## src/rtl/bootld_pkg.sv

```systemverilog
// Shared constants for the ITIM boot loader: state encoding, frame constants
// and the running-checksum helper.
package bootld_pkg;

    localparam logic [2:0] ST_IDLE = 3'd0;
    localparam logic [2:0] ST_LEN0 = 3'd1;
    localparam logic [2:0] ST_LEN1 = 3'd2;
    localparam logic [2:0] ST_DATA = 3'd3;
    localparam logic [2:0] ST_CSUM = 3'd4;
    localparam logic [2:0] ST_RUN  = 3'd5;
    localparam logic [2:0] ST_ERR  = 3'd6;

    localparam logic [7:0] MAGIC_DEFAULT = 8'hA5;
    localparam int         CSUM_W        = 8;

    // Byte position inside a 32-bit word at which the word is complete.
    localparam logic [1:0] BYTE_POS_LAST = 2'd3;

    function automatic logic [CSUM_W-1:0] csum_add(input logic [CSUM_W-1:0] acc,
                                                    input logic [7:0]        data);
        return acc + data;
    endfunction

    function automatic logic is_busy_state(input logic [2:0] st);
        return (st == ST_LEN0) || (st == ST_LEN1) || (st == ST_DATA) || (st == ST_CSUM);
    endfunction

endpackage

```

## src/rtl/bootld_word_packer.sv

```systemverilog
// Little-endian byte-to-word packer: four bytes shift in, first byte lands in
// [7:0]; word_valid pulses the cycle after the fourth byte.
module bootld_word_packer
    import bootld_pkg::*;
(
    input  logic        clk,
    input  logic        rst_n,
    input  logic        clr,
    input  logic        byte_valid,
    input  logic [7:0]  byte_data,
    output logic        word_valid,
    output logic [31:0] word_data,
    output logic [1:0]  byte_cnt
);

    logic [31:0] shift_r;
    logic [1:0]  cnt_r;
    logic        word_valid_r;

    // Shift register, byte counter and word-complete strobe.
    always_ff @(posedge clk or negedge rst_n) begin
        if (!rst_n) begin
            shift_r      <= 32'h0000_0000;
            cnt_r        <= 2'd0;
            word_valid_r <= 1'b0;
        end else if (clr) begin
            shift_r      <= 32'h0000_0000;
            cnt_r        <= 2'd0;
            word_valid_r <= 1'b0;
        end else begin
            word_valid_r <= byte_valid && (cnt_r == BYTE_POS_LAST);
            if (byte_valid) begin
                shift_r <= {byte_data, shift_r[31:8]};
                cnt_r   <= cnt_r + 2'd1;
            end
        end
    end

    assign word_valid = word_valid_r;
    assign word_data  = shift_r;
    assign byte_cnt   = cnt_r;

endmodule

```

## src/rtl/itim_boot_loader.sv

```systemverilog
// Boot sequencer: receives a framed image over UART, writes it into ITIM,
// verifies the checksum and releases the core. Optional echo: BOOTLD_ECHO_EN.
module itim_boot_loader
    import bootld_pkg::*;
#(
    parameter int         ADDR_W         = 12,
    parameter int         TIMEOUT_CYCLES = 1000000,
    parameter logic [7:0] MAGIC          = MAGIC_DEFAULT
) (
    input  logic              clk,
    input  logic              rst,
    input  logic              rx_i_valid,
    input  logic [7:0]        rx_i_data,
    input  logic              boot_i_skip,
    output logic              itim_o_we,
    output logic [ADDR_W-1:0] itim_o_waddr,
    output logic [31:0]       itim_o_wdata,
    output logic              core_o_rst_n,
    output logic              boot_o_busy,
    output logic              boot_o_err,
    output logic              tx_o_valid,
    output logic [7:0]        tx_o_data,
    input  logic              tx_i_ready
);

    localparam int              TMO_W     = (TIMEOUT_CYCLES > 2) ? $clog2(TIMEOUT_CYCLES) : 1;
    localparam logic [TMO_W-1:0] TMO_LAST = TMO_W'(TIMEOUT_CYCLES - 1);
    localparam logic [16:0]     MAX_WORDS = 17'd1 << ADDR_W;

    logic [2:0]        state_r;
    logic [2:0]        state_nxt_s;
    logic [15:0]       len_r;
    logic [15:0]       len_full_s;
    logic [CSUM_W-1:0] csum_r;
    logic [ADDR_W-1:0] word_idx_r;
    logic [TMO_W-1:0]  tmo_cnt_r;
    logic              err_r;
    logic              busy_r;
    logic              core_rst_n_r;
    logic              all_rcvd_r;

    logic              frame_start_s;
    logic              set_err_s;
    logic              busy_s;
    logic              tmo_hit_s;
    logic              csum_match_s;
    logic              pk_valid_s;
    logic              pk_word_valid_s;
    logic [31:0]       pk_word_s;
    logic [1:0]        pk_cnt_s;
    logic              last_word_s;

    assign busy_s       = is_busy_state(state_r);
    assign tmo_hit_s    = busy_s && !rx_i_valid && (tmo_cnt_r == TMO_LAST);
    assign csum_match_s = (rx_i_data == csum_r);
    assign len_full_s   = {rx_i_data, len_r[7:0]};
    // Once the last data byte is in, DATA lingers one cycle for the final write;
    // a byte arriving in that cycle is already the checksum.
    assign pk_valid_s   = (state_r == ST_DATA) && rx_i_valid && !all_rcvd_r;
    assign last_word_s  = (pk_cnt_s == BYTE_POS_LAST) &&
                          ({{(17-ADDR_W){1'b0}}, word_idx_r} == ({1'b0, len_r} - 17'd1));

    bootld_word_packer u_packer (
        .clk        (clk),
        .rst_n      (rst),
        .clr        (frame_start_s),
        .byte_valid (pk_valid_s),
        .byte_data  (rx_i_data),
        .word_valid (pk_word_valid_s),
        .word_data  (pk_word_s),
        .byte_cnt   (pk_cnt_s)
    );

    // Next-state decode for the frame parser.
    always_comb begin
        state_nxt_s   = state_r;
        frame_start_s = 1'b0;
        set_err_s     = 1'b0;
        case (state_r)
            ST_IDLE: begin
                if (boot_i_skip) begin
                    state_nxt_s = ST_RUN;
                end else if (rx_i_valid && (rx_i_data == MAGIC)) begin
                    state_nxt_s   = ST_LEN0;
                    frame_start_s = 1'b1;
                end else begin
                    state_nxt_s = ST_IDLE;
                end
            end
            ST_LEN0: begin
                if (tmo_hit_s) begin
                    state_nxt_s = ST_IDLE;
                    set_err_s   = 1'b1;
                end else if (rx_i_valid) begin
                    state_nxt_s = ST_LEN1;
                end else begin
                    state_nxt_s = ST_LEN0;
                end
            end
            ST_LEN1: begin
                if (tmo_hit_s) begin
                    state_nxt_s = ST_IDLE;
                    set_err_s   = 1'b1;
                end else if (!rx_i_valid) begin
                    state_nxt_s = ST_LEN1;
                end else if ({1'b0, len_full_s} > MAX_WORDS) begin
                    state_nxt_s = ST_ERR;
                    set_err_s   = 1'b1;
                end else if (len_full_s == 16'd0) begin
                    state_nxt_s = ST_CSUM;
                end else begin
                    state_nxt_s = ST_DATA;
                end
            end
            ST_DATA, ST_CSUM: begin
                if (tmo_hit_s) begin
                    state_nxt_s = ST_IDLE;
                    set_err_s   = 1'b1;
                end else if ((state_r == ST_CSUM) || all_rcvd_r) begin
                    if (!rx_i_valid) begin
                        state_nxt_s = ST_CSUM;
                    end else if (csum_match_s) begin
                        state_nxt_s = ST_RUN;
                    end else begin
                        state_nxt_s = ST_ERR;
                        set_err_s   = 1'b1;
                    end
                end else begin
                    state_nxt_s = ST_DATA;
                end
            end
            ST_RUN: begin
                state_nxt_s = ST_RUN;
            end
            ST_ERR: begin
                if (rx_i_valid && (rx_i_data == MAGIC)) begin
                    state_nxt_s   = ST_LEN0;
                    frame_start_s = 1'b1;
                end else begin
                    state_nxt_s = ST_ERR;
                end
            end
            default: begin
                state_nxt_s = ST_IDLE;
            end
        endcase
    end

    // Frame state, length, checksum, word index, timeout and status outputs.
    always_ff @(posedge clk or negedge rst) begin
        if (!rst) begin
            state_r      <= ST_IDLE;
            len_r        <= 16'h0000;
            csum_r       <= {CSUM_W{1'b0}};
            word_idx_r   <= {ADDR_W{1'b0}};
            tmo_cnt_r    <= {TMO_W{1'b0}};
            err_r        <= 1'b0;
            busy_r       <= 1'b0;
            core_rst_n_r <= 1'b0;
            all_rcvd_r   <= 1'b0;
        end else begin
            state_r      <= state_nxt_s;
            busy_r       <= is_busy_state(state_nxt_s);
            core_rst_n_r <= (state_nxt_s == ST_RUN);

            if (frame_start_s) begin
                err_r <= 1'b0;
            end else if (set_err_s) begin
                err_r <= 1'b1;
            end

            if ((state_r == ST_LEN0) && rx_i_valid) begin
                len_r[7:0] <= rx_i_data;
            end
            if ((state_r == ST_LEN1) && rx_i_valid) begin
                len_r[15:8] <= rx_i_data;
            end

            if (frame_start_s) begin
                csum_r <= {CSUM_W{1'b0}};
            end else if (pk_valid_s) begin
                csum_r <= csum_add(csum_r, rx_i_data);
            end

            if (frame_start_s) begin
                word_idx_r <= {ADDR_W{1'b0}};
            end else if (pk_word_valid_s) begin
                word_idx_r <= word_idx_r + ADDR_W'(1);
            end

            if (frame_start_s) begin
                all_rcvd_r <= 1'b0;
            end else if (pk_valid_s && last_word_s) begin
                all_rcvd_r <= 1'b1;
            end else if (state_nxt_s != ST_DATA) begin
                all_rcvd_r <= 1'b0;
            end

            if (busy_s && !rx_i_valid && !tmo_hit_s) begin
                tmo_cnt_r <= tmo_cnt_r + TMO_W'(1);
            end else begin
                tmo_cnt_r <= {TMO_W{1'b0}};
            end
        end
    end

    assign itim_o_we    = pk_word_valid_s;
    assign itim_o_waddr = word_idx_r;
    assign itim_o_wdata = pk_word_s;
    assign core_o_rst_n = core_rst_n_r;
    assign boot_o_busy  = busy_r;
    assign boot_o_err   = err_r;

`ifdef BOOTLD_ECHO_EN
    logic       tx_valid_r;
    logic [7:0] tx_data_r;
    logic       echo_accept_s;

    assign echo_accept_s = rx_i_valid && (state_r != ST_RUN);

    // One-entry echo buffer: a drain frees the slot for a same-cycle byte,
    // otherwise a byte arriving while full is not echoed.
    always_ff @(posedge clk or negedge rst) begin
        if (!rst) begin
            tx_valid_r <= 1'b0;
            tx_data_r  <= 8'h00;
        end else if (tx_valid_r && tx_i_ready) begin
            tx_valid_r <= echo_accept_s;
            if (echo_accept_s) begin
                tx_data_r <= rx_i_data;
            end
        end else if (!tx_valid_r && echo_accept_s) begin
            tx_valid_r <= 1'b1;
            tx_data_r  <= rx_i_data;
        end
    end

    assign tx_o_valid = tx_valid_r;
    assign tx_o_data  = tx_data_r;
`else
    logic unused_tx_ready_s;

    assign unused_tx_ready_s = tx_i_ready;
    assign tx_o_valid        = 1'b0;
    assign tx_o_data         = 8'h00;
`endif

endmodule

```

## config.mk

```make
export PLATFORM = sky130hd
export DESIGN_NAME = itim_boot_loader
export DESIGN_NICKNAME = d
export VERILOG_FILES = /design/src/rtl/bootld_pkg.sv /design/src/rtl/bootld_word_packer.sv /design/src/rtl/itim_boot_loader.sv
export SDC_FILE = /design/constraint.sdc
export NUM_CORES = 1
export LEC_CHECK = 0
export CORE_AREA = 2 2 129 118
export DETAILED_ROUTE_END_ITERATION = 6
export DIE_AREA = 0 0 131 120
export HOLD_SLACK_MARGIN = 0.06
export SETUP_SLACK_MARGIN = 0.15
export SLEW_MARGIN = 20
export SYNTH_ARGS = -nofsm -noshare
export SYNTH_HDL_FRONTEND = slang
export SYNTH_SLANG_ARGS = --single-unit
```

## constraint.sdc

```tcl
create_clock -name clk -period 7.4 [get_ports clk]
set_input_delay 1.48 -clock clk [delete_from_list [all_inputs] [get_ports clk]]
set_output_delay 1.48 -clock clk [all_outputs]
set_load 0.01 [all_outputs]
```

# After elaboration in Yosys (flattened, before gate mapping)
# Cells that the tools add are included.
dict set report totals {
  reg_bits 98
  in_bits 13
  word_cells 105
}
dict set report classes {
  n_addsub 5
  n_lt_le_gt_ge 1
  eq_ne 17
  muxes 41
  reduce_logical 28
}
# operator count
set ops {}
lappend ops {{32-bit two-way mux} 2}
lappend ops {{12-bit two-way mux} 2}
lappend ops {{3-bit two-way mux} 8}
lappend ops {{20-bit by 1-bit adder with 20-bit output, second input constant} 1}
lappend ops {{20-bit equality test, second input constant} 1}
lappend ops {{20-bit two-way mux} 1}
lappend ops {{3-bit one-hot mux with 6 select lines} 1}
lappend ops {{12-bit by 17-bit equality test with 1-bit output} 1}
lappend ops {{1-bit two-way mux} 17}
lappend ops {{16-bit by 1-bit subtractor with 17-bit output, second input constant} 1}
lappend ops {{16-bit by 13-bit greater-than comparator with 1-bit output, second input constant} 1}
lappend ops {{16-bit logical NOT} 1}
lappend ops {{8-bit two-way mux} 2}
lappend ops {{3-bit equality test, second input constant} 5}
lappend ops {{12-bit by 1-bit adder with 12-bit output, second input constant} 1}
lappend ops {{3-bit by 2-bit equality test with 1-bit output, second input constant} 4}
lappend ops {{2-bit two-way mux} 6}
lappend ops {{1-bit logical AND} 11}
lappend ops {{8-bit adder} 1}
lappend ops {{8-bit equality test} 1}
lappend ops {{8-bit equality test, second input constant} 1}
lappend ops {{1-bit logical OR} 7}
lappend ops {{3-bit by 1-bit equality test with 1-bit output, second input constant} 2}
lappend ops {{2-bit nonzero test} 3}
lappend ops {{9 further kinds} 11}

# Logic depth before layout (Yosys ltp)
# Gate-level depths: netlist (run 1).
dict set report depth {
  word_depth 12
  ltp_mapped 10
  ltp_nobuf 8
}

# By module
# From an unflattened synthesis (run 1), not the netlist that was laid out.
dict set report hier_totals {
  cells_unflattened 518
  hier_area_um2 5230.0
}
# module n_inst cells_per_inst area_per_inst_um2
set modules_own_cells {}
lappend modules_own_cells {itim_boot_loader 1 404 3773.6}
lappend modules_own_cells {bootld_word_packer 1 114 1456.4}

# Worst setup path before layout (run 1)
# No wires, ideal clock.
dict set report synth_timing {
  path_kind {input to register}
  start {input rx_i_data[4]}
  end {register csum_r[2]}
  setup_ps 132
  arrival_time_ps 3040
  path_slack_ps 4228
  stages 8
  path_cell_list {buf_2 or3b_1 or3_1 or2_1 buf_2 buf_6 nand3_1 o21ai_1}
}
dict set report synth_via {
  elab_chain_len 6
}
# element line_no
set synth_lines {}
lappend synth_lines {{start: declaration} itim_boot_loader.sv:13} ;# input logic [7:0] rx_i_data,
lappend synth_lines {{8-bit equality test *} {itim_boot_loader.sv:83, itim_boot_loader.sv:136}}
lappend synth_lines {{1-bit logical AND *} {itim_boot_loader.sv:83, itim_boot_loader.sv:136}}
lappend synth_lines {{1-bit two-way mux *} {itim_boot_loader.sv:83, itim_boot_loader.sv:136}}
lappend synth_lines {{1-bit two-way mux} itim_boot_loader.sv:81} ;# if (boot_i_skip) begin
lappend synth_lines {{1-bit one-hot mux with 2 select lines *} itim_boot_loader.sv:79} ;# case (state_r)
lappend synth_lines {{8-bit two-way mux or 2-bit nonzero test (tied branches)} n/a}
lappend synth_lines {{end signal: assignment} itim_boot_loader.sv:154} ;# csum_r <= {CSUM_W{1'b0}};
lappend synth_lines {{end signal: assignment} itim_boot_loader.sv:180} ;# csum_r <= {CSUM_W{1'b0}};
lappend synth_lines {{end signal: assignment} itim_boot_loader.sv:182} ;# csum_r <= csum_add(csum_r, rx_i_data);
lappend synth_lines {{end: declaration} itim_boot_loader.sv:34} ;# logic [CSUM_W-1:0] csum_r;
# Every way passes the cells marked *; elsewhere a longest branch is shown, timed or not.
# A chain may end at the register's enable or synchronous reset.

# Final worst setup path (run 1)
dict set report layout_timing {
  start {input rx_i_data[4]}
  end {register u_packer.cnt_r[0] (netlist: u_packer.byte_cnt[0])}
}
dict set report layout_via {
  elab_chain_len 6
}
# element line_no
set layout_lines {}
lappend layout_lines {{8-bit equality test *} {itim_boot_loader.sv:83, itim_boot_loader.sv:136}}
lappend layout_lines {{1-bit logical AND *} {itim_boot_loader.sv:83, itim_boot_loader.sv:136}}
lappend layout_lines {{1-bit two-way mux *} {itim_boot_loader.sv:83, itim_boot_loader.sv:136}}
lappend layout_lines {{1-bit two-way mux} itim_boot_loader.sv:81}
lappend layout_lines {{1-bit one-hot mux with 2 select lines *} itim_boot_loader.sv:79}
lappend layout_lines {{2-bit two-way mux or 2-bit nonzero test (tied branches)} n/a}
lappend layout_lines {{end signal: assignment} bootld_word_packer.sv:34} ;# cnt_r <= cnt_r + 2'd1;
lappend layout_lines {{end: declaration} bootld_word_packer.sv:17} ;# logic [1:0] cnt_r;
# Marked as above.

==> flow_metrics.env, run 1 <==
export IMPL_drv_cap=0
export IMPL_status="completed"
export IMPL_cts_made_buffers=9
export IMPL_timing_final_crit_period_ps=3650
export IMPL_yosysTopAreaCellShare_pct=45.6
export IMPL_drt_iter0_markers=400
export IMPL_synthTopCellsByArea="dfrtp_1, nand2_1, nand3_1, xor2_1, nor2_1"
export IMPL_die_height_um=120
export IMPL_post_cts_resized=0
export IMPL_track_usage_pct=16.6
export IMPL_leakage_nw=2.74
export IMPL_clkLatencyLatePin_ps=350
export IMPL_postCtsSetupRepairBufs=0
export IMPL_ys_types=67
export IMPL_cts_buffer_depth=2
export IMPL_peakVddDrop_v=0.000160
export IMPL_path_class="in -> reg"
export IMPL_hold_buffers=0
export IMPL_reg2reg_slack_ps=4640
export IMPL_finalSetupViolCount=0
export IMPL_grt_pass1_vias=4168
export IMPL_grt_antenna_before_repair=0
export IMPL_root_buffer="clkbuf_16"
export IMPL_ant_nets=0
export IMPL_drive_gt1_share_pct=6.44
export IMPL_worstSetupEndpointType="register"
export IMPL_grt_pass1_wl_um=20800
export IMPL_crit_path_start_kind="input pin"
export IMPL_ys_seq_elements=98
export IMPL_coreArea_um2=14500
export IMPL_dp_cells=836
export IMPL_syn_to_final_growth_pct=19.0
export IMPL_grt_max_degree=52
export IMPL_fp_dieW_um=131
export IMPL_hold_depth=1
export IMPL_syn_area_um2=5370
export IMPL_hold_end="tmo_cnt_r[0]$_DFF_PN0_"
export IMPL_drtPass1Iterations=4
export IMPL_final_cell_mix="nand2_1, dfrtp_1, nand3_1, clkdlybuf4s50_1, nor2_1"
export IMPL_synth_ff_type="dfrtp_1"
export IMPL_reg2reg_to="all_rcvd_r$_DFFE_PN0P_"
export IMPL_synth_async_reset_ratio_pct=100
export IMPL_place_congestion=0.842
export IMPL_wire_per_inst_um=14.8
export IMPL_clk_pin_slew_ps=70
export IMPL_synth_edff_count=0
export IMPL_min_from="tmo_cnt_r[0]$_DFF_PN0_"
export IMPL_htree_levels=3
export IMPL_dr_total_vias=4362
export IMPL_synth_seq_area_share_pct=45.6
export IMPL_overflow=0
export IMPL_start_util_pct=37.2
export IMPL_cp_arrival_ps=3860
export IMPL_layout_commonest_cell="nand2_1"
export IMPL_worstPathRequired_ps=7610
export IMPL_worst_slew_pin_slew_ps=667
export IMPL_clock_fmax_ghz=0.274
export IMPL_place_hpwl_um=8760
export IMPL_critical_path_max_fanout=42
export IMPL_io_pins=70
export IMPL_final_net_count=675
export IMPL_viasPerCell=5.13
export IMPL_numPortBuffers=59
export IMPL_finClkSkew_ps=12.0
export IMPL_reg2reg_from="len_r[0]$_DFFE_PN0P_"
export IMPL_n_antenna_cell=0
export IMPL_finalMaxSlewViolations=0
export IMPL_powerDensity_nw_per_um2=373
export IMPL_avgSynthCellArea_um2=8.94
export IMPL_hold_class="reg -> reg"
export IMPL_grt_setup_unrepaired="no"
export IMPL_cts_tree="done"
export IMPL_synth_top_area_cell="dfrtp_1"
export IMPL_min_period_over_period_pct=49.3
export IMPL_ys_warn_count=0
export IMPL_die_area_um2=15700
export IMPL_syn_inst=601
export IMPL_startpoint="rx_i_data[4]"
export IMPL_maxSlewHeadroom_pct=54.4
export IMPL_timing_hold_violations_final=0
export IMPL_routed_wl_um=12600
export IMPL_fin_cells=850
export IMPL_cts_sinks=98
export IMPL_reg2reg_depth=8
export IMPL_rows=42
export IMPL_finalSetupTns_ps=0
export IMPL_drc=0
[worst max path at each step]
stage                                                    end  cells past startpoint  slack (ps)
after floorplan                        csum_r[2]$_DFFE_PN0P_                      8        4230
after global placement           itim_o_waddr[1]$_DFFE_PN0P_                      5        3250
after detailed placement         itim_o_waddr[6]$_DFFE_PN0P_                      5        3140
after CTS                        itim_o_waddr[9]$_DFFE_PN0P_                      5        3510
after global routing      u_packer.word_data[31]$_DFFE_PN0P_                      7        3660
final                       u_packer.byte_cnt[0]$_DFFE_PN0P_                      7        3750
[metal layers]
metal / global-route usage (%) / up-vias / wire length (µm)
li1: - / 2153 / -
met1: 22.8 / 2106 / 5910
met2: 25.8 / 89 / 5890
met3: 4.68 / 14 / 581
met4: 4.39 / 0 / 188
met5: 0 / - / 0
[Yosys cell counts, drive strengths merged, types with 3 or more instances]
master	number
nand2	113
dfrtp	98
nand3	61
nor2	56
xor2	30
buf	22
o21ai	22
xnor2	18
nor3	16
a21oi	14
inv	14
clkbuf	13
nand4	13
ha	12
and3	7
mux2	7
nor4	6
and2	5
nand3b	5
or2	5
or3	5
nor4b	4
o211ai	4
or4	4
a2111oi	3
nor2b	3
o21bai	3
[sequential cells by signal (all words and copies together), names as in the netlist]
| register | flops |
|---|---|
| u_packer.byte_cnt | 2 |
| boot_o_err | 1 |
| u_packer.word_valid | 1 |
| all_rcvd_r | 1 |
| len_r | 16 |
| tmo_cnt_r | 20 |
| boot_o_busy | 1 |
| csum_r | 8 |
| u_packer.word_data | 32 |
| core_o_rst_n | 1 |
| state_r | 3 |
| itim_o_waddr | 12 |
[stage by stage]
step | hold slack (ps) | utilization [%] | setup slack (ps) | area [µm²] | total power, mW
after floorplan | 424 | - | 4230 | 5400 | 1.53
after global placement | 437 | 42.1 | 3250 | 6090 | 1.89
after detailed placement | 456 | 42.1 | 3140 | 6090 | 1.92
after CTS | 465 | 44.2 | 3510 | 6380 | 2.40
after global routing | 483 | 44.2 | 3660 | 6390 | 2.56
final | 456 | 44.2 | 3750 | 6390 | 2.38
[worst max-delay path: stages]
cell and delay (ps):
clkdlybuf4s50_1 680, or3b_1 540, or3_1 420, or2_1 240, buf_4 270, nand3_1 140, o21ai_0 80
[cells by family after synthesis]
| kind of cell | after synthesis | share of synthesized area (%) |
|---|---|---|
| other cells | 1 | 0.0698 |
| buf+inv | 49 | 4.73 |
| simple gates | 315 | 28.5 |
| xor+xnor | 48 | 7.82 |
| flops | 98 | 45.6 |
| fa+ha+maj | 13 | 3.17 |
| mux | 9 | 1.91 |
| compound gates | 68 | 8.15 |
[power breakdown]
group / total [mW] / internal, mW / switching, mW
registers: 0.943 / 0.718 / 0.225
logic: 0.968 / 0.488 / 0.480
clock network: 0.470 / 0.268 / 0.202
total: 2.38 / 1.47 / 0.907
[layout make-up]
cell class / instances / area [µm²]
tap: 198 / 248
clock inverter: 4 / 53.8
fill: 1423 / 8060
timing repair buffer: 64 / 626
clock buffer: 10 / 239
sequential: 98 / 2450
inverter: 14 / 52.6
multi-input combinational: 462 / 2720
Note: power is estimated with default switching activity, not from simulation.
==> run 2, diff against run 1 <==
==> constraint.sdc (replaced) <==
create_clock -name clk -period 3.6 [get_ports clk]
set_input_delay 0.72 -clock clk [delete_from_list [all_inputs] [get_ports clk]]
set_output_delay 0.72 -clock clk [all_outputs]
set_load 0.01 [all_outputs]
==> run 2 against run 1 <==
  * Combinational power is 110% higher
  * Via count is 0.89% higher
  * Register-to-register slack worse by 3800 ps
  * Power is 110% higher
  * Count of clock-buffer cells in the layout stayed put
  * Sequential share of layout area is 0.33 points lower
  * Routed wire length is 0.73% lower
  * Core utilization is 0.38 points higher
  * Sequential cell count stayed put
  * Global-route usage is 0.40 points higher
  * Sequential power is 110% higher
  * Largest cell class unchanged
  * Largest power group unchanged
==> flow_metrics.env, run 2 (synthesis gave the netlist of run 1 again) <==
export IMPL_drive_gt1_share_pct=7.41
export IMPL_track_usage_pct=17.0
export IMPL_finalPower_mw=4.92
export IMPL_routed_wl_um=12500
export IMPL_worstPathRequired_ps=3790
export IMPL_place_hpwl_um=8860
export IMPL_cts_buffer_depth=2
export IMPL_grt_setup_unrepaired="no"
export IMPL_fp_dieW_um=131
export IMPL_largest_reg_flops=32
export IMPL_overflow=0
export IMPL_hold_buffers=0
export IMPL_drtPass1Iterations=4
export IMPL_coreArea_um2=14500
export IMPL_timing_final_crit_period_ps=2770
export IMPL_switching_share_pct=38.5
export IMPL_hold_class="in -> async"
export IMPL_timing_hold_violations_final=0
export IMPL_min_period_over_period_pct=77.0
export IMPL_grt_pass1_wl_um=21400
export IMPL_peakVddDrop_v=0.000291
export IMPL_crit_chain="clkdlybuf4s50_1 > or3b_1 > or3_1 > or2_1 > buf_4 > nand3_1 > o21ai_0"
export IMPL_fin_ws_ps=828
export IMPL_finalSetupViolCount=0
export IMPL_clk_pin_slew_ps=70
export IMPL_clkLatencyLatePin_ps=350
export IMPL_numPortBuffers=59
export IMPL_postCtsSetupRepairBufs=0
export IMPL_powerDensity_nw_per_um2=762
export IMPL_finalSetupTns_ps=0
export IMPL_cp_slowest_stage_delay_ps=630
export IMPL_grt_pass1_vias=4328
export IMPL_grt_max_degree=55
export IMPL_path_class="in -> reg"
export IMPL_wire_per_inst_um=14.5
export IMPL_place_congestion=0.840
export IMPL_grt_antenna_before_repair=0
export IMPL_htree_levels=3
export IMPL_maxSlewHeadroom_pct=39.4
export IMPL_cp_arrival_ps=2960
export IMPL_post_cts_resized=0
export IMPL_drt_iter0_markers=435
export IMPL_final_cell_mix="nand2_1, dfrtp_1, nand3_1, clkdlybuf4s50_1, nor2_1"
export IMPL_p_sw_mw=1.89
export IMPL_cts_made_buffers=9
export IMPL_die_height_um=120
export IMPL_leakage_nw=2.78
export IMPL_pwr_share_comb_pct=40.6
export IMPL_dp_cells=843
export IMPL_crit_path_start_kind="input pin"
export IMPL_path_buf_inv=2
export IMPL_p_clk_share_pct=19.9
export IMPL_cts_tree="done"
export IMPL_clock_fmax_ghz=0.361
export IMPL_drv_cap=0
export IMPL_drc=0
export IMPL_layout_commonest_cell="nand2_1"
export IMPL_p_int_mw=3.03
export IMPL_finalMaxSlewViolations=0
export IMPL_viasPerCell=5.12
export IMPL_rows=42
export IMPL_final_net_count=682
export IMPL_worstSetupEndpointType="register"
export IMPL_status="completed"
export IMPL_worst_slew_pin_slew_ps=906
export IMPL_ant_nets=0
export IMPL_cts_sinks=98
export IMPL_root_buffer="clkbuf_16"
export IMPL_finClkSkew_ps=12.6
export IMPL_die_area_um2=15700
export IMPL_fin_cells=859
export IMPL_start_util_pct=37.2
export IMPL_dr_total_vias=4401
export IMPL_slowest_stage="clkdlybuf4s50_1"
export IMPL_io_pins=70
export IMPL_cp_top_family="simple AND/OR/NAND/NOR gates"
export IMPL_pwr_share_seq_pct=39.5
export IMPL_syn_to_final_growth_pct=20.0
export IMPL_critical_path_max_fanout=42
export IMPL_post_place_ws_ps=457
export IMPL_n_antenna_cell=0
## run 2: final timing paths
check | start | end | slack (ps) | depth (start not counted)
worst min register to register | tmo_cnt_r[0]$_DFF_PN0_ | tmo_cnt_r[0]$_DFF_PN0_ | 450 | 1
worst max register to register | len_r[0]$_DFFE_PN0P_ | all_rcvd_r$_DFFE_PN0P_ | 850 | 8
worst max-delay path | rx_i_valid | u_packer.byte_cnt[0]$_DFFE_PN0P_ | 830 | 7
max in group asynchronous | rst | u_packer.word_data[23]$_DFFE_PN0P_ | 2550 | 2
min in group clk | tmo_cnt_r[0]$_DFF_PN0_ | tmo_cnt_r[0]$_DFF_PN0_ | 450 | 1
worst min-delay path | rst | len_r[10]$_DFFE_PN0P_ | 370 | 1
## run 2: metal layers
metal	part of all wire [%]	vias up	GRT usage [%]	wire length, µm
li1	-	2167	-	-
met1	47	2114	23.2	5880
met2	47	98	26.4	5820
met3	4.2	22	3.97	523
met4	2.1	0	6.38	257
met5	0	-	0	0
## run 2: cell type report
class / instances / area, µm²
Clock inverter: 6 / 65.1
Inverter: 14 / 52.6
Timing Repair Buffer: 71 / 691
Tap cell: 198 / 248
Sequential cell: 98 / 2450
Multi-Input combinational cell: 462 / 2710
Clock buffer: 10 / 229
Fill cell: 1404 / 8000
## run 2: power by group through the flow
stage / clock (mW) / combinational (mW) / sequential, mW
detailed placement: 0 / 1.99 / 1.96
CTS: 1.01 / 2.01 / 1.94
global route: 1.05 / 2.24 / 2.01
floorplan: 0 / 1.24 / 1.91
global placement: 0 / 1.95 / 1.94
finish: 0.979 / 2.00 / 1.94
## run 2: metrics by stage
| step | hold WS, ps | instance area [µm²] | util (%) |
|---|---|---|---|
| global placement | 437 | 6150 | 42.6 |
| floorplan | 424 | 5400 | - |
| CTS | 382 | 6450 | 44.6 |
| detailed placement | 443 | 6150 | 42.6 |
| global route | 409 | 6450 | 44.6 |
| finish | 368 | 6450 | 44.6 |
==> run 3, diff against run 2 <==
==> constraint.sdc (replaced) <==
create_clock -name clk -period 2.2 [get_ports clk]
set_input_delay 0.44 -clock clk [delete_from_list [all_inputs] [get_ports clk]]
set_output_delay 0.44 -clock clk [all_outputs]
set_load 0.01 [all_outputs]
==> run 3 against run 2 <==
  * Via count up 6.8%
  * First-iteration DRC count down 46%
  * Combinational power rose by 110%
  * Critical path depth is 1 higher
  * Design area grew 12%
  * Critical path type is now reg -> reg
  * Critical endpoint is now all_rcvd_r$_DFFE_PN0P_
==> flow_metrics.env, run 3 (synthesis gave the netlist of run 1 again) <==
export IMPL_status="completed"
export IMPL_finClkSkew_ps=6.25
export IMPL_grt_busiest_layer="met2"
export IMPL_cts_buffer_depth=2
export IMPL_drc=0
export IMPL_clk_pin_slew_ps=70
export IMPL_min_period_over_period_pct=97.6
export IMPL_critical_path_max_fanout=3
export IMPL_cts_made_buffers=9
export IMPL_wire_per_inst_um=15.1
export IMPL_drt_iter0_markers=235
export IMPL_clock_fmax_ghz=0.466
export IMPL_ant_nets=0
export IMPL_dp_cells=902
export IMPL_met2_usage_pct=30.4
export IMPL_root_buffer="clkbuf_16"
export IMPL_crit_path_start_kind="register"
export IMPL_layout_commonest_cell="nand2_1"
export IMPL_dr_total_vias=4701
export IMPL_post_place_ws_ps=-625
export IMPL_numPortBuffers=59
export IMPL_finalPower_mw=8.86
export IMPL_finalMaxSlewViolations=0
export IMPL_cp_arrival_ps=2430
export IMPL_cts_sinks=98
export IMPL_grt_pass1_vias=4682
export IMPL_coreArea_um2=14500
export IMPL_die_area_um2=15700
export IMPL_rows=42
export IMPL_fp_dieW_um=131
export IMPL_drv_cap=0
export IMPL_leakage_nw=3.22
export IMPL_fin_area_um2=7220
export IMPL_die_height_um=120
export IMPL_path_class="reg -> reg"
export IMPL_hold_worst_slack_ps=45.8
export IMPL_timing_hold_violations_final=0
export IMPL_crit_chain="inv_2 > ha_4 > or4b_4 > nor3_4 > mux2_4 > o21ai_2 > nand4_1 > o21ai_1"
export IMPL_viasPerCell=5.07
export IMPL_place_hpwl_um=9970
export IMPL_worstPathRequired_ps=2480
export IMPL_use_met1_pct=25.4
export IMPL_hold_class="in -> async"
export IMPL_fin_ws_ps=51.8
export IMPL_start_util_pct=37.2
export IMPL_largest_reg_flops=32
export IMPL_grt_pass1_wl_um=23100
export IMPL_worstSetupEndpointType="register"
export IMPL_final_net_count=750
export IMPL_place_congestion=0.814
export IMPL_track_usage_pct=18.9
export IMPL_grt_setup_unrepaired="yes"
export IMPL_htree_levels=3
export IMPL_final_cell_mix="nand2_1, dfrtp_1, buf_4, nand3_1, nor2_1"
export IMPL_cts_tree="done"
export IMPL_clkLatencyLatePin_ps=360
export IMPL_slowest_stage="or4b_4"
export IMPL_maxSlewHeadroom_pct=66.1
export IMPL_syn_to_final_growth_pct=34.4
export IMPL_grt_max_degree=51
export IMPL_final_core_util_pct=50.0
export IMPL_finalSetupTns_ps=0
export IMPL_powerDensity_nw_per_um2=1230
export IMPL_post_dp_cell_area_um2=6650
export IMPL_worst_slew_pin_slew_ps=509
export IMPL_drive_gt1_share_pct=19.8
export IMPL_cp_slowest_stage_delay_ps=500
export IMPL_overflow=0
export IMPL_grt_antenna_before_repair=1
export IMPL_routed_wl_um=14000
export IMPL_timing_final_crit_period_ps=2150
export IMPL_use_met3_pct=4.59
export IMPL_finalSetupViolCount=0
export IMPL_io_pins=70
export IMPL_fin_cells=928
export IMPL_peakVddDrop_v=0.000499
export IMPL_path_buf_inv=1
export IMPL_hold_buffers=0
export IMPL_cp_top_family="simple AND/OR/NAND/NOR gates"
export IMPL_drtPass1Iterations=7
==> run 3: path summary, 6_finish.rpt <==
| check | slack (ps) | cells past startpoint | end | from |
|---|---|---|---|---|
| max in group asynchronous | 1590 | 2 | u_packer.word_data[20]$_DFFE_PN0P_ | rst |
| min reg2reg | 450 | 1 | tmo_cnt_r[0]$_DFF_PN0_ | tmo_cnt_r[0]$_DFF_PN0_ |
| min | 50 | 1 | itim_o_waddr[11]$_DFFE_PN0P_ | rst |
| max | 50 | 8 | all_rcvd_r$_DFFE_PN0P_ | len_r[0]$_DFFE_PN0P_ |
| max reg2reg | 50 | 8 | all_rcvd_r$_DFFE_PN0P_ | len_r[0]$_DFFE_PN0P_ |
| min in group clk | 400 | 3 | u_packer.word_data[30]$_DFFE_PN0P_ | rx_i_data[6] |
==> run 3: cell type report <==
type                       instances  area [µm²]
timing repair buffer             139        1290
inverter                          14        52.6
sequential                        98        2450
fill                            1345        7230
clock inverter                     4        33.8
clock buffer                      12         267
multi-input combinational        462        2880
antenna                            1        2.50
tap                              198         248
==> run 3: layer usage <==
metal  up-vias  part of all wire, %
met2        86                   49
met4         0                  1.2
met5         -                    0
met1      2288                   46
li1       2315                    -
met3        12                  3.9
==> run 3: repair_timing <==
| item | CTS | global route |
|---|---|---|
| pin swaps | 7 | 6 |
| setup endpoints to repair | 49 | 38 |
| gates cloned | 2 | 0 |
| endpoints found under the hold margin | 0 | 0 |
| gates resized for setup | 27 | 22 |
| setup buffers | 3 | 4 |
==> run 3: where the power goes <==
| part | switching, mW | internal, mW | total [mW] |
|---|---|---|---|
| registers | 0.685 | 2.42 | 3.10 |
| clock network | 0.720 | 0.868 | 1.59 |
| logic | 1.97 | 2.21 | 4.17 |
| total | 3.37 | 5.49 | 8.86 |
